**src/rtl/cu_seq_pkg.sv**
```systemverilog
// cu_seq_pkg: shared state encoding and interrupt-entry control constants for cu_sequencer
package cu_seq_pkg;
  typedef enum logic [1:0] {ST_INIT, ST_FETCH, ST_EXEC, ST_INTER} seq_state_t;
  localparam logic [1:0] PC_MUX_ISR     = 2'b10;
  localparam logic [1:0] SCR_ADDR_SP_M1 = 2'b11;
  localparam logic       SCR_DATA_PC    = 1'b1;
endpackage

```
**src/rtl/cu_int_sync.sv**
```systemverilog
// cu_int_sync: multi-flop synchroniser for the raw interrupt line plus rising-edge detector
module cu_int_sync #(
  parameter int SYNC_STAGES = 2
) (
  input  logic clk,
  input  logic rst_n,
  input  logic async_in,
  output logic edge_out
);
  logic [SYNC_STAGES-1:0] sync;
  logic                   sync_d;
  always_ff @(posedge clk or negedge rst_n) begin
    if (!rst_n) begin
      sync   <= '0;
      sync_d <= 1'b0;
    end else begin
      sync   <= {sync[SYNC_STAGES-2:0], async_in};
      sync_d <= sync[SYNC_STAGES-1];
    end
  end
  assign edge_out = sync[SYNC_STAGES-1] & ~sync_d;
endmodule

```
**src/rtl/cu_sequencer.sv**
```systemverilog
// cu_sequencer: INIT/FETCH/EXEC/INTER sequencer owning the I flag and interrupt pending latch
module cu_sequencer
  import cu_seq_pkg::*;
#(
  parameter int SYNC_STAGES = 2,
  parameter int INIT_CYCLES = 1
) (
  input  logic       SEQ_CLK,
  input  logic       SEQ_RST_N,
  input  logic       SEQ_INT,
  input  logic       SEQ_DEC_I_SET,
  input  logic       SEQ_DEC_I_CLR,
  output logic       SEQ_RST_OUT,
  output logic       SEQ_IR_LD,
  output logic       SEQ_PC_INC,
  output logic       SEQ_EXEC_EN,
  output logic       SEQ_INT_FLG_SHAD_LD,
  output logic       SEQ_INT_PC_LD,
  output logic [1:0] SEQ_INT_PC_MUX_SEL,
  output logic       SEQ_INT_SP_DECR,
  output logic       SEQ_INT_SCR_WE,
  output logic       SEQ_INT_SCR_DATA_SEL,
  output logic [1:0] SEQ_INT_SCR_ADDR_SEL,
  output logic       SEQ_I_FLAG,
  output logic [1:0] SEQ_STATE
);
  localparam logic [3:0] INIT_LAST = 4'(INIT_CYCLES - 1);
  seq_state_t state, next_state;
  logic [3:0] init_cnt;
  logic       i_flag, pending, int_edge;
  cu_int_sync #(.SYNC_STAGES(SYNC_STAGES)) u_sync (
    .clk      (SEQ_CLK),
    .rst_n    (SEQ_RST_N),
    .async_in (SEQ_INT),
    .edge_out (int_edge)
  );
  always_ff @(posedge SEQ_CLK or negedge SEQ_RST_N) begin
    if (!SEQ_RST_N) begin
      state    <= ST_INIT;
      init_cnt <= '0;
      i_flag   <= 1'b0;
      pending  <= 1'b0;
    end else begin
      state    <= next_state;
      init_cnt <= (state == ST_INIT) ? init_cnt + 4'd1 : init_cnt;
      i_flag   <= (state == ST_INTER) ? 1'b0 :
                  (state != ST_EXEC) ? i_flag :
                  SEQ_DEC_I_CLR ? 1'b0 : SEQ_DEC_I_SET ? 1'b1 : i_flag;
      // a new edge beats the INTER clear so back-to-back requests are not lost
      pending  <= (int_edge && i_flag) ? 1'b1 : (state == ST_INTER) ? 1'b0 : pending;
    end
  end
  always_comb begin
    next_state = ST_FETCH;
    case (state)
      ST_INIT:  next_state = (init_cnt == INIT_LAST) ? ST_FETCH : ST_INIT;
      ST_FETCH: next_state = ST_EXEC;
      ST_EXEC:  next_state = (pending && i_flag) ? ST_INTER : ST_FETCH;
      default:  next_state = ST_FETCH;
    endcase
  end
  always_comb begin
    SEQ_RST_OUT          = state == ST_INIT;
    SEQ_IR_LD            = state == ST_FETCH;
    SEQ_PC_INC           = state == ST_FETCH;
    SEQ_EXEC_EN          = state == ST_EXEC;
    SEQ_INT_FLG_SHAD_LD  = state == ST_INTER;
    SEQ_INT_PC_LD        = state == ST_INTER;
    SEQ_INT_PC_MUX_SEL   = (state == ST_INTER) ? PC_MUX_ISR : 2'b00;
    SEQ_INT_SP_DECR      = state == ST_INTER;
    SEQ_INT_SCR_WE       = state == ST_INTER;
    SEQ_INT_SCR_DATA_SEL = (state == ST_INTER) ? SCR_DATA_PC : 1'b0;
    SEQ_INT_SCR_ADDR_SEL = (state == ST_INTER) ? SCR_ADDR_SP_M1 : 2'b00;
    SEQ_I_FLAG           = i_flag;
    SEQ_STATE            = state;
  end
endmodule

```
**config.mk**
```make
export PLATFORM = sky130hd
export DESIGN_NAME = cu_sequencer
export DESIGN_NICKNAME = d
export VERILOG_FILES = /design/src/rtl/cu_seq_pkg.sv /design/src/rtl/cu_int_sync.sv /design/src/rtl/cu_sequencer.sv
export SDC_FILE = /design/constraint.sdc
export NUM_CORES = 1
export LEC_CHECK = 0
export CORE_UTILIZATION = 30
export DETAILED_ROUTE_END_ITERATION = 6
export DONT_BUFFER_PORTS = 1
export GPL_TIMING_DRIVEN = 0
export MAX_ROUTING_LAYER = met4
export PLACE_DENSITY = 0.44
export SLEW_MARGIN = 20
export SYNTH_ARGS = -nofsm -noshare
export SYNTH_HDL_FRONTEND = slang
export SYNTH_SLANG_ARGS = --single-unit
```
**constraint.sdc**
```tcl
create_clock -name SEQ_CLK -period 1 [get_ports SEQ_CLK]
set_input_delay 0.15 -clock SEQ_CLK [delete_from_list [all_inputs] [get_ports SEQ_CLK]]
set_output_delay 0.15 -clock SEQ_CLK [all_outputs]
set_load 0.02 [all_outputs]
```
# Yosys cells after proc, flatten, opt, wreduce, memory -nomap -nowiden
# Index checks and enable logic that the tools add are counted.
dict set report op_classes {
  n_addsub 1
  eq_ne 5
  mux 12
  bitwise_logic 2
  n_reduce_logical 7
}
# cell count
set op_table {}
lappend op_table {{1-bit 2-to-1 mux} 8}
lappend op_table {{2-bit 2-to-1 mux} 3}
lappend op_table {{2-bit case mux with 3 select lines} 1}
lappend op_table {{4-bit by 1-bit adder with 4-bit output (second input constant)} 1}
lappend op_table {{2-bit equality test (second input constant)} 2}
lappend op_table {{4-bit logical NOT} 1}
lappend op_table {{3-bit nonzero test} 1}
lappend op_table {{2-bit by 1-bit equality test with 1-bit output (second input constant)} 1}
lappend op_table {{1-bit logical AND} 2}
lappend op_table {{2-bit logical NOT} 1}
lappend op_table {{2-bit by 1-bit != test with 1-bit output (second input constant)} 1}
lappend op_table {{2-bit != test (second input constant)} 1}
lappend op_table {{2-bit AND reduction} 1}
lappend op_table {{2-bit nonzero test} 1}
lappend op_table {{1-bit AND} 1}
lappend op_table {{1-bit NOT} 1}
dict set report word_totals {
  regBits 11
  in_bits 5
}

# Depth between registers and ports, before layout
dict set report depth {
  word_depth 4
  mapped_depth 4
  depth_no_buf 4
}

# Modules after synthesis
# A second synthesis with hierarchy kept.
dict set report hier_totals {
  cells_unflattened 46
  hier_area_um2 525.5
}
# module instances cells_per_inst area_per_inst_um2
set by_module_without_submodules {}
lappend by_module_without_submodules {cu_sequencer 1 42 436.7}
lappend by_module_without_submodules {cu_int_sync 1 4 88.8}

# Worst setup path before layout
# No wires, ideal clock.
dict set report synth_timing {
  path_type {register to output}
  from {reg state[0] (netlist: SEQ_STATE[0])}
  to {out SEQ_PC_INC}
  arrival_ns 1.212
  required_time_ns 0.850
  slack_ns -0.362
  path_stages_with_launch 3
  cell_sequence {dfrtp_1 -> nor2b_1 -> buf_4}
}
dict set report synth_between {
  elab_chain_cells 1
}
# item line_no
set synth_lines {}
lappend synth_lines {{start, declared} cu_sequencer.sv:28} ;# seq_state_t state, next_state;
lappend synth_lines {{start signal, assigned} cu_sequencer.sv:44} ;# state <= next_state;
lappend synth_lines {{2-bit by 1-bit equality test with 1-bit output} --}
lappend synth_lines {{end, declared} cu_sequencer.sv:15} ;# output logic SEQ_PC_INC,
# No other way between the ends.

# Final worst setup path
# Ends and elaborated chain as after synthesis.

==> qor.txt <==
DRT Pass-1 Iters - 2
CTS max path bufs - 2
Fmax - 0.729 GHz
Sum Neg Setup Slack - -4210 ps
critical path fanouts, max - 8
# Max-Cap Violations - 0
CP Class - flop to output pin
max-slew violation count - 0
number of global-route vias before repair - 345
die area - 1870 sq um
DRC Markers - 0
Setup crit end kind - output pin
sw power - 1.04 mW
status - finished, violations left
area leader, netlist - dfrtp_1
Layout Utilization - 0.428
CTS clk-pin slew, worst paths - 70 ps
gpl congestion - 0.663
grt ovf - 0
Post-Place Setup Slack - -216 ps
register bit total from synthesis - 11
Core Area - 1540 sq um
Power Internal - 1.37 mW
Starting Density - 0.332
synth top area cells - dfrtp_1 54%, buf_4 13%, xnor2_1 5.1%
Worst Skew - 0.324 ps
Min-Delay Path Class - input port to flop
failing checks - setup timing
P&R area growth vs syn - 28.9%
peak supply drop - 1.15 mV
dpl hpwl - 642 um
Multi-input gate area - 178 sq um
clock power share - 0.120
syn nets - 52
Core Rows - 14
Die Y - 43.3 um
Fill cells - 152
worst hold margin - 51.9 ps
Seq/Total Area, Yosys - 0.538
unrepaired setup endpoints after global routing - yes
Top Ports - 21
Nets - 64
mapped cell area - 512 sq um
port bufs - 0
crit share post-route - 1.37
syn_area_per_cell - 11.4 sq um
Routed Antenna Nets - 0
detailed-route via count - 328
root buffer cell - clkbuf_4
CTS tree - yes
WL/cell - 13.1 um
Period minus WS final - 1370 ps
switching share of power - 0.433
first-pass GRT wire length - 1600 um
htree depth - 1
endpoints failing hold - 0
TritonCTS Buffers - 3
Final WS setup - -372 ps
Yosys warning count - 0
First DRT Iteration DRCs - 4
data required time of the worst path - 850 ps
Power Density - 3650 nW/um^2
GR Util All Layers - 0.126
share of cells above drive strength 1 - 0.482
die width - 43.3 um
post-synth cell types - 20
sequential power share - 0.383
number of vias per cell - 4.56
LEAKAGE - 0.311 nW
Syn Inst Count - 45
largest net degree at the start of global routing - 12
initial antenna violation count - 0
routed wire length - 940 um
Antenna diodes - 0
post-synth top area share - 0.538
clock sink total - 11
Critical Path AT - 1220 ps
Critical Path Start Type - flop
Gate power share - 0.496
sequential cell area - 278 sq um
final setup fails - 18
Worst-Skew Late Latency - 260 ps
cell usage in the layout, fill, tap and decap left out, drive strengths merged:
cell / count
nand2: 3
dlygate4sd3: 2
or2: 1
nand4: 1
a21oi: 1
o21a: 1
and2b: 1
dfrtp: 11
clkbuf: 3
o22ai: 1
nor2b: 1
xnor2: 3
nor4b: 1
conb: 1
a31o: 1
buf: 13
clkinv: 1
and2: 2
inv: 3
o21ai: 1
nor2: 2
ha: 2
synthesized netlist by cell type, drive strengths merged:
cell	number
ha	2
conb	1
a21oi	1
nand4	1
a31o	1
and2b	1
o21ai	1
or2	1
nand2	3
nor4b	1
and2	1
o21a	1
o22ai	1
dfrtp	11
nor2b	1
buf	9
xnor2	3
inv	3
nor2	2
cell families after synthesis:
family	after synthesis	synth area share
buffers and inverters	12	0.154
and+or+nand+nor	11	0.137
DFF	11	0.538
AOI/OAI and AO/OA	5	0.0636
xor gates and xnor gates	3	0.0514
adders and majority gates	2	0.0489
other	1	0.00733
through the flow:
step | cells | cell area, sq um | power, mW
global placement | 61 | 573 | 1.92
finish | 72 | 659 | 2.41
floorplan | 45 | 553 | 1.81
CTS | 72 | 659 | 2.44
global route | 72 | 659 | 2.57
detailed placement | 61 | 573 | 1.97
cell type report:
type	instances	share of cell area
Tap cell	16	0.0304
Clock inverter	1	0.00759
Inverter	3	0.0171
Timing Repair Buffer	6	0.0721
Sequential cell	11	0.421
Multi-Input combinational cell	23	0.269
Buffer	9	0.148
Clock buffer	3	0.0342
critical path, cell delays in order (launching register included):
cell and delay [ps]:
dfrtp_2 510, nor2b_4 300, buf_6 150
metal layers:
layer  wire [um]  global-route usage  share of wire  vias to the layer above
met3          65              0.0426          0.069                        0
met5           0                   -              0                        -
met2         495               0.200           0.53                       15
met1         379               0.135           0.40                      153
li1            -                   -              -                      160
met4           0              0.0727              0                        0
registers in the layout, indices dropped and copies added, names as in the netlist:
register	flops
init_cnt	4
SEQ_STATE	2
u_sync.sync	2
SEQ_I_FLAG	1
pending	1
u_sync.sync_d	1
final timing paths:
| check | from | depth (start not counted) | end | slack, ps |
|---|---|---|---|---|
| max in group asynchronous | SEQ_RST_N | 1 | SEQ_STATE[1]$_DFF_PN0_ | 370 |
| min in group asynchronous | SEQ_RST_N | 1 | u_sync.sync_d$_DFF_PN0_ | 280 |
| worst min-delay path | SEQ_DEC_I_CLR | 2 | SEQ_I_FLAG$_DFFE_PN0P_ | 50 |
| worst max-delay path | SEQ_STATE[0]$_DFF_PN0_ | 2 | SEQ_PC_INC | -370 |
| worst min register to register | u_sync.sync[0]$_DFF_PN0_ | 0 | u_sync.sync[1]$_DFF_PN0_ | 360 |
| worst max register to register | SEQ_STATE[0]$_DFF_PN0_ | 3 | init_cnt[3]$_DFFE_PN0P_ | -220 |
power groups by stage:
stage / registers, mW / logic [mW] / clock network (mW)
after global routing: 0.952 / 1.29 / 0.328
final: 0.923 / 1.20 / 0.290
after CTS: 0.923 / 1.21 / 0.308
after detailed placement: 0.949 / 1.02 / 0
after global placement: 0.932 / 0.989 / 0
after floorplan: 0.888 / 0.925 / 0
what timing repair did:
action / in CTS / in global routing
setup endpoints to repair: 19 / 20
hold endpoints to repair: 12 / 0
pin swaps: 6 / 2
gates resized for setup: 3 / 1
cloned: 1 / 0
hold buffers: 2 / 0
buffers inserted: 4 / 0
Power figures use the tool's default switching activity.
